[config.mk]
export PLATFORM = sky130hd
export DESIGN_NAME = pe_control_sequencer_flat
export DESIGN_NICKNAME = d
export VERILOG_FILES = /design/src/rtl/pe_control_sequencer_if.sv /design/src/rtl/pe_control_sequencer.sv /design/src/flat_wrapper.sv
export SDC_FILE = /design/constraint.sdc
export NUM_CORES = 1
export LEC_CHECK = 0
export CAP_MARGIN = 20
export CORE_MARGIN = 3
export CORE_UTILIZATION = 45
export DETAILED_ROUTE_END_ITERATION = 10
export PLACE_DENSITY = 0.76
export SETUP_SLACK_MARGIN = 0.1
export SLEW_MARGIN = 20
export SYNTH_ARGS = -nofsm -noshare
export SYNTH_HDL_FRONTEND = slang
export SYNTH_SLANG_ARGS = --single-unit
[constraint.sdc]
create_clock -name clock -period 1.9 [get_ports clock]
set_input_delay 0.57 -clock clock [delete_from_list [all_inputs] [get_ports clock]]
set_output_delay 0.57 -clock clock [all_outputs]
set_load 0.03 [all_outputs]
[src/rtl/pe_control_sequencer_if.sv]
// Host/core-side signal bundle for the PE control sequencer.
// The master modport is the host/environment side; the slave modport is the sequencer.
interface pe_control_sequencer_if #(
  parameter int NUM_INPUT_CHANNELS  = 4,
  parameter int NUM_OUTPUT_CHANNELS = 4,
  parameter int CYCLE_COUNTER_WIDTH = 32
);
  logic                           enable;
  logic                           execute;
  logic                           core_halted;
  logic [NUM_INPUT_CHANNELS-1:0]  input_channel_empty;
  logic [NUM_OUTPUT_CHANNELS-1:0] output_channel_empty;
  logic                           router_buffers_empty;
  logic                           core_reset;
  logic                           core_enable;
  logic                           core_execute;
  logic                           halted;
  logic                           channels_quiescent;
  logic                           router_quiescent;
  logic                           done;
  logic [1:0]                     state;
  logic [CYCLE_COUNTER_WIDTH-1:0] run_cycle_count;

  modport master (
    output enable, execute, core_halted, input_channel_empty,
           output_channel_empty, router_buffers_empty,
    input  core_reset, core_enable, core_execute, halted, channels_quiescent,
           router_quiescent, done, state, run_cycle_count
  );

  modport slave (
    input  enable, execute, core_halted, input_channel_empty,
           output_channel_empty, router_buffers_empty,
    output core_reset, core_enable, core_execute, halted, channels_quiescent,
           router_quiescent, done, state, run_cycle_count
  );
endinterface

[src/rtl/pe_control_sequencer.sv]
// PE control/status sequencer: retimes host reset/enable/execute, filters
// channel/router quiescence and tracks the IDLE/RUN/DRAIN/DONE run lifecycle.
module pe_control_sequencer #(
  parameter int CONTROL_PIPELINE_DEPTH = 1,
  parameter int NUM_INPUT_CHANNELS     = 4,
  parameter int NUM_OUTPUT_CHANNELS    = 4,
  parameter int QUIESCENCE_HOLD_CYCLES = 4,
  parameter int CYCLE_COUNTER_WIDTH    = 32
) (
  input logic                  clock,
  input logic                  reset,
  pe_control_sequencer_if.slave bus
);
  localparam int D      = CONTROL_PIPELINE_DEPTH;
  localparam int HW_RAW = $clog2(QUIESCENCE_HOLD_CYCLES + 1);
  localparam int HW     = (HW_RAW > 3) ? HW_RAW : 3;
  localparam logic [HW-1:0] HOLD = HW'(QUIESCENCE_HOLD_CYCLES);

  typedef enum logic [1:0] {
    S_IDLE  = 2'd0,
    S_RUN   = 2'd1,
    S_DRAIN = 2'd2,
    S_DONE  = 2'd3
  } state_e;

  logic [NUM_INPUT_CHANNELS-1:0]  ice;
  logic [NUM_OUTPUT_CHANNELS-1:0] oce;
  logic [D-1:0] rst_pipe_q, rst_pipe_d;
  logic [D-1:0] en_pipe_q, en_pipe_d;
  logic [D-1:0] ex_pipe_q, ex_pipe_d;
  logic         en_p, ex_p;
  logic         halted_q, halted_d;
  logic [1:0]   cond;
  logic [1:0]   quiet;
  state_e       state_q, state_d;
  logic         core_execute_q, core_execute_d;
  logic [CYCLE_COUNTER_WIDTH-1:0] count_q, count_d;

  assign ice  = bus.input_channel_empty;
  assign oce  = bus.output_channel_empty;
  assign en_p = en_pipe_q[D-1];
  assign ex_p = ex_pipe_q[D-1];

  // Shift the control pipelines by one stage; stage 0 takes the host pins.
  always_comb begin
    rst_pipe_d    = '0;
    en_pipe_d     = '0;
    ex_pipe_d     = '0;
    en_pipe_d[0]  = bus.enable;
    ex_pipe_d[0]  = bus.execute;
    for (int i = 1; i < D; i++) begin
      rst_pipe_d[i] = rst_pipe_q[i-1];
      en_pipe_d[i]  = en_pipe_q[i-1];
      ex_pipe_d[i]  = ex_pipe_q[i-1];
    end
  end

  // Reset fills the reset pipeline with ones and flushes enable/execute.
  always_ff @(posedge clock) begin
    if (reset) begin
      rst_pipe_q <= '1;
      en_pipe_q  <= '0;
      ex_pipe_q  <= '0;
    end else begin
      rst_pipe_q <= rst_pipe_d;
      en_pipe_q  <= en_pipe_d;
      ex_pipe_q  <= ex_pipe_d;
    end
  end

  // Halt flag from the core, registered once.
  always_comb halted_d = bus.core_halted;

  // Halt flag register.
  always_ff @(posedge clock) begin
    if (reset) halted_q <= 1'b0;
    else       halted_q <= halted_d;
  end

  // Index 0 is the channel filter, index 1 the router filter.
  assign cond = {bus.router_buffers_empty, (&ice) & (&oce)};

  genvar gi;
  generate
    for (gi = 0; gi < 2; gi++) begin : g_filter
      logic [HW-1:0] hold_cnt_q, hold_cnt_d;
      logic          quiet_q, quiet_d;

      // Count consecutive condition cycles, saturating at the hold-off; the
      // flag needs the counter already at the hold-off plus the condition now.
      always_comb begin
        hold_cnt_d = '0;
        if (cond[gi]) hold_cnt_d = (hold_cnt_q == HOLD) ? hold_cnt_q : hold_cnt_q + HW'(1);
        quiet_d = cond[gi] && (hold_cnt_q == HOLD);
      end

      // Filter state registers; independent of enable and run state.
      always_ff @(posedge clock) begin
        if (reset) begin
          hold_cnt_q <= '0;
          quiet_q    <= 1'b0;
        end else begin
          hold_cnt_q <= hold_cnt_d;
          quiet_q    <= quiet_d;
        end
      end

      assign quiet[gi] = quiet_q;
    end
  endgenerate

  // Lifecycle state register.
  always_ff @(posedge clock) begin
    if (reset) state_q <= S_IDLE;
    else       state_q <= state_d;
  end

  // Next state; only advances on cycles where the retimed enable is high.
  always_comb begin
    state_d = state_q;
    if (en_p) begin
      case (state_q)
        S_IDLE:  if (ex_p) state_d = S_RUN;
        S_RUN:   if (halted_q) state_d = S_DRAIN;
                 else if (!ex_p) state_d = S_IDLE;
        S_DRAIN: if (quiet[0] && quiet[1]) state_d = S_DONE;
                 else if (!ex_p) state_d = S_IDLE;
        default: state_d = S_DONE;
      endcase
    end
  end

  // Registered outputs: execute decode and saturating run counter, both frozen while disabled.
  always_comb begin
    core_execute_d = core_execute_q;
    count_d        = count_q;
    if (en_p) begin
      core_execute_d = (state_q == S_RUN);
      if ((state_q == S_RUN || state_q == S_DRAIN) && count_q != '1)
        count_d = count_q + CYCLE_COUNTER_WIDTH'(1);
    end
  end

  // Output registers.
  always_ff @(posedge clock) begin
    if (reset) begin
      core_execute_q <= 1'b0;
      count_q        <= '0;
    end else begin
      core_execute_q <= core_execute_d;
      count_q        <= count_d;
    end
  end

  assign bus.core_reset         = rst_pipe_q[D-1];
  assign bus.core_enable        = en_p;
  assign bus.core_execute       = core_execute_q;
  assign bus.halted             = halted_q;
  assign bus.channels_quiescent = quiet[0];
  assign bus.router_quiescent   = quiet[1];
  assign bus.done               = (state_q == S_DONE);
  assign bus.state              = state_q;
  assign bus.run_cycle_count    = count_q;
endmodule
[src/flat_wrapper.sv]
// flat-port wrapper written by rule: the top's interface ports become plain ports
module pe_control_sequencer_flat 
#(
  parameter int CONTROL_PIPELINE_DEPTH = 1,
  parameter int NUM_INPUT_CHANNELS     = 4,
  parameter int NUM_OUTPUT_CHANNELS    = 4,
  parameter int QUIESCENCE_HOLD_CYCLES = 4,
  parameter int CYCLE_COUNTER_WIDTH    = 32
)
  (clock, reset, bus_enable, bus_execute, bus_core_halted, bus_input_channel_empty, bus_output_channel_empty, bus_router_buffers_empty, bus_core_reset, bus_core_enable, bus_core_execute, bus_halted, bus_channels_quiescent, bus_router_quiescent, bus_done, bus_state, bus_run_cycle_count);
  pe_control_sequencer_if #(.NUM_INPUT_CHANNELS(NUM_INPUT_CHANNELS), .NUM_OUTPUT_CHANNELS(NUM_OUTPUT_CHANNELS), .CYCLE_COUNTER_WIDTH(CYCLE_COUNTER_WIDTH)) bus_i ();
  input logic clock;
  input logic reset;
  input wire logic [$bits(bus_i.enable)-1:0] bus_enable;
  input wire logic [$bits(bus_i.execute)-1:0] bus_execute;
  input wire logic [$bits(bus_i.core_halted)-1:0] bus_core_halted;
  input wire logic [$bits(bus_i.input_channel_empty)-1:0] bus_input_channel_empty;
  input wire logic [$bits(bus_i.output_channel_empty)-1:0] bus_output_channel_empty;
  input wire logic [$bits(bus_i.router_buffers_empty)-1:0] bus_router_buffers_empty;
  output wire logic [$bits(bus_i.core_reset)-1:0] bus_core_reset;
  output wire logic [$bits(bus_i.core_enable)-1:0] bus_core_enable;
  output wire logic [$bits(bus_i.core_execute)-1:0] bus_core_execute;
  output wire logic [$bits(bus_i.halted)-1:0] bus_halted;
  output wire logic [$bits(bus_i.channels_quiescent)-1:0] bus_channels_quiescent;
  output wire logic [$bits(bus_i.router_quiescent)-1:0] bus_router_quiescent;
  output wire logic [$bits(bus_i.done)-1:0] bus_done;
  output wire logic [$bits(bus_i.state)-1:0] bus_state;
  output wire logic [$bits(bus_i.run_cycle_count)-1:0] bus_run_cycle_count;
  assign bus_i.enable = bus_enable;
  assign bus_i.execute = bus_execute;
  assign bus_i.core_halted = bus_core_halted;
  assign bus_i.input_channel_empty = bus_input_channel_empty;
  assign bus_i.output_channel_empty = bus_output_channel_empty;
  assign bus_i.router_buffers_empty = bus_router_buffers_empty;
  assign bus_core_reset = bus_i.core_reset;
  assign bus_core_enable = bus_i.core_enable;
  assign bus_core_execute = bus_i.core_execute;
  assign bus_halted = bus_i.halted;
  assign bus_channels_quiescent = bus_i.channels_quiescent;
  assign bus_router_quiescent = bus_i.router_quiescent;
  assign bus_done = bus_i.done;
  assign bus_state = bus_i.state;
  assign bus_run_cycle_count = bus_i.run_cycle_count;
  pe_control_sequencer #(.CONTROL_PIPELINE_DEPTH(CONTROL_PIPELINE_DEPTH), .NUM_INPUT_CHANNELS(NUM_INPUT_CHANNELS), .NUM_OUTPUT_CHANNELS(NUM_OUTPUT_CHANNELS), .QUIESCENCE_HOLD_CYCLES(QUIESCENCE_HOLD_CYCLES), .CYCLE_COUNTER_WIDTH(CYCLE_COUNTER_WIDTH)) u_core (.clock(clock), .reset(reset), .bus(bus_i));
endmodule
---- After elaboration in Yosys (flattened, before gate mapping) ----
Cells that the tools add are included.
W data, S select, Z words.
storage, ports and cells
  flip-flop bits (word level) ............. 47
operators by class
  add/sub/neg operators ................... 3
  eq/ne operators ......................... 7
  multiplexer cells ....................... 6
  bitwise gates (word level) .............. 3
  reduce and logical (&&, ||, !) cells .... 12
operators with widths
  operator                 number
  $add A32 B1 Y32 const B  1
  $ne A32 B32 Y1 const B   1
  $mux W2                  4
  $reduce_and A4 Y1        2
  $add A3 B1 Y3 const B    2
  $eq A3 B3 Y1 const B     2
  $pmux W2 S3              1
  $eq A2 B2 Y1 const B     2
  $logic_and A1 B1 Y1      4
  $reduce_and A2 Y1        2
  $reduce_or A2 Y1         2
  $eq A2 B1 Y1 const B     1
  $logic_not A2 Y1         1
  $ne A2 B1 Y1 const B     1
  $not A1 Y1               2
  $and A1 B1 Y1            1
  $logic_or A1 B1 Y1       1
  $mux W1                  1

---- Logic depth before layout (Yosys ltp) ----
  depth in word-level cells ............... 4
  mapped depth ............................ 8
  gate-level depth less buffers ........... 7

---- Worst setup path after synthesis ----
OpenSTA, ideal clock, no wires.
  path type ............................... register -> register
  start ................................... reg u_core.count_q[0] (netlist: u_core.bus.run_cycle_count[0])
  end ..................................... reg u_core.count_q[23] (netlist: u_core.bus.run_cycle_count[23])
  data arrival time ....................... 2216 ps
  path slack .............................. -453 ps
  cell stages (with the launch flop) ...... 9
  path buffers ............................ 2
  cell sequence ........................... dfxtp_1 ha_1 nand4_1 or4_1 buf_4 o211ai_4 buf_6 or3_1 a21oi_2
on the way
  word-level cells in the longest chain between the ends .. 3
  elaborated cells on any way between the ends .. 4
ends and longest elaborated chain
  item                                                     line                         text
  start, declared                                          pe_control_sequencer.sv:37   logic [CYCLE_COUNTER_WIDTH-1:0] count_q, count_d;
  start signal, assigned                                   pe_control_sequencer.sv:151  count_q <= count_d;
  branches (longest 3 deep; another with $add A32 B1 Y32)  --
Several ways; the timed one is not identified.
A chain may end at the register's enable or synchronous reset.

---- Worst setup path after layout ----
  start ................................... reg u_core.count_q[0] (netlist: u_core.bus.run_cycle_count[0])
  end ..................................... reg u_core.count_q[31] (netlist: u_core.bus.run_cycle_count[31])
Same word-level chain as after synthesis.

==> results.tsv <==
metric	value	unit
cts_buffers	5	
core_area	4910	sq um
cts_max_path_buffers	2	
p_per_area	468	nW/um^2
post-place-ws	-71.2	ps
cts_tree	yes	
cpLargestDelayFamily	simple AND/OR/NAND/NOR gates	
hold_buffers	0	
synth_area	2380	sq um
drt_first_pass_iters	4	
rows	25	
avgViaCountPerCell	5.40	
hold_class	reg -> reg	
path_cells	ha_4 > nand4_1 > or4_4 > buf_8 > o211ai_4 > buf_12 > or4_1 > a21oi_2	
nNetsFinal	412	
finalMaxSlewViolations	0	
die_area	6190	sq um
grt_pass1_wl	11.7	mm
critPathBufInv	2	
critPathSlowestCell	or4_4	
cp_max_fo	16	
met1_usage	27.1	%
cp-start-kind	flip-flop	
drt.antenna.violating_nets	0	
fillers	357	
diodes	0	
avgSynthCellArea	8.74	sq um
crit_type	reg -> reg	
routed_wl	6.99	mm
relSlewSlack	73.4	%
hold_viol	0	
status	finished with violations	
final_util	77.4	%
groute.layer.met3.usage	3.78	%
htree_levels	2	
grt.busiest_layer	met2	
holdWs	483	ps
grt-ovfl-total	0	
via_count	2466	
final_cell_mix	buf_4, dlygate4sd2_1, nor2_1, nand2_1	
synth_seq_cells	47	
setup-violations-final	1	
globalRouteTotalUtil	23.4	%
skew	5.03	ps
crit_arrival	2090	ps
floorplan.initialDensity	48.4	%
yosysUniqueCellTypes	43	
portBuffers	54	
ys_seq_area_share	39.6	%
antenna_found_initial	0	
fin_setup_tns	-6.79	ps
max_freq	524	MHz
worstPathRequired	2080	ps
fin_ws	-6.79	ps
cts.sinks	47	
layout_commonest_cell	buf_4	
wl_per_cell	15.3	microns
post-dp-hpwl	4.69	mm
ios	55	
grt_pass1_vias	2542	
cts_root_buf	clkbuf_8	
design_area	3800	sq um
drive_gt1_share	37.2	%
leakagePower	1.56	nW
cap_violations	0	
min_period	1910	ps
syn_nets	295	
rsz0062_at_grt	yes	
ir_drop	0.339	mV
die_y	78.7	microns
syn2layout_area_growth	59.9	%
fin_crit_sh	100	%
drtIter0Drc	141	
use_met2	42.7	%
place.gp.congestion	0.841	
violations	setup timing	
clock_latency	300	ps
path_clk_slew	80	ps
crit_path_end_kind	flip-flop	
slowest_delay	450	ps
post_dp_cell_area	3500	sq um
drc	0	
largest_reg_flops	32	
tightest_slew	396	ps
grt_max_degree	22	
die_width	78.7	microns
synthCells	272	
yosysWarnings	0	
## final timing paths
check / startpoint / end / slack [ps] / depth (start not counted)
worst max register to register: u_core.bus.run_cycle_count[0] / u_core.bus.run_cycle_count[31] / -7 / 8
worst min register to register: u_core.bus.run_cycle_count[15] / u_core.bus.run_cycle_count[15] / 480 / 2
worst min-delay path: u_core.bus.run_cycle_count[15] / u_core.bus.run_cycle_count[15] / 480 / 2
worst max-delay path: u_core.bus.run_cycle_count[0] / u_core.bus.run_cycle_count[31] / -7 / 8
## report_power, final
part	internal, mW	switching, mW
registers	0.968	0.00671
clock network	0.373	0.328
logic	0.0502	0.0514
## metrics by stage
step | cells | power (mW)
floorplan | 272 | 1.04
global placement | 441 | 1.09
detailed placement | 441 | 1.10
CTS | 454 | 1.80
global route | 457 | 1.84
finish | 457 | 1.78
## what timing repair did
action | 4_1_cts | 5_1_grt
resized for setup | 63 | 20
pin swaps | 13 | 7
buffers inserted | 5 | 3
endpoints found under the setup margin | 66 | 34
## synth_stat cells, drive strengths merged
cell	instances	share of area, %
and2	1	0.26
and3	1	0.26
xnor2	12	4.4
nand4	12	4.3
inv	12	1.9
dfxtp	47	40
a21oi	20	5.5
a21boi	1	0.32
nand2b	2	0.53
clkbuf	5	0.79
o31ai	7	2.2
a2111oi	3	1.1
a211oi	2	0.63
or3	7	2.1
or4	9	2.8
a31oi	1	0.26
nor2b	4	1.1
a22oi	1	0.32
nand3b	2	0.63
mux2i	1	0.42
ha	9	4.7
nor4	8	3.5
and4	1	0.37
o21ai	10	2.3
nand2	27	4.3
o211ai	3	1.5
xor2	8	2.9
buf	3	1.3
nand3	12	2.5
nor3	7	1.5
nor2	31	4.9
or2	3	0.79
## worst register-to-register path, cell delays in order (launching register included)
cell and delay (ps):
dfxtp_4 370, ha_4 130, nand4_1 140, or4_4 450, buf_8 170, o211ai_4 180, buf_12 170, or4_1 130
a21oi_2 50
## metal layers
layer  wire length [microns]  vias up
li1                        -     1198
met1                    2910     1192
met2                    3680       62
met3                     247       14
met4                     150        0
met5                       0        -
## cell families (layout without fill, tap and decap cells)
group           count (synthesis)  count (layout)  share of synthesized area, %
xor+xnor                       20              20                          7.37
simple gates                  127             127                          29.8
fa+ha+maj                       9               9                          4.74
flops                          47              47                          39.6
mux                             1               1                         0.421
compound gates                 48              48                          14.1
buf+inv                        20             138                          3.95
## area by class of cell
cell class	count	area (sq um)	area share (%)
Clock buffer	7	108	2.83
Clock inverter	1	5.00	0.132
Inverter	12	45.0	1.19
Multi-Input combinational cell	205	1530	40.2
Sequential cell	47	1030	27.0
Tap cell	67	83.8	2.21
Timing Repair Buffer	118	1010	26.5
No activity file was read; power rests on OpenSTA's default activity.
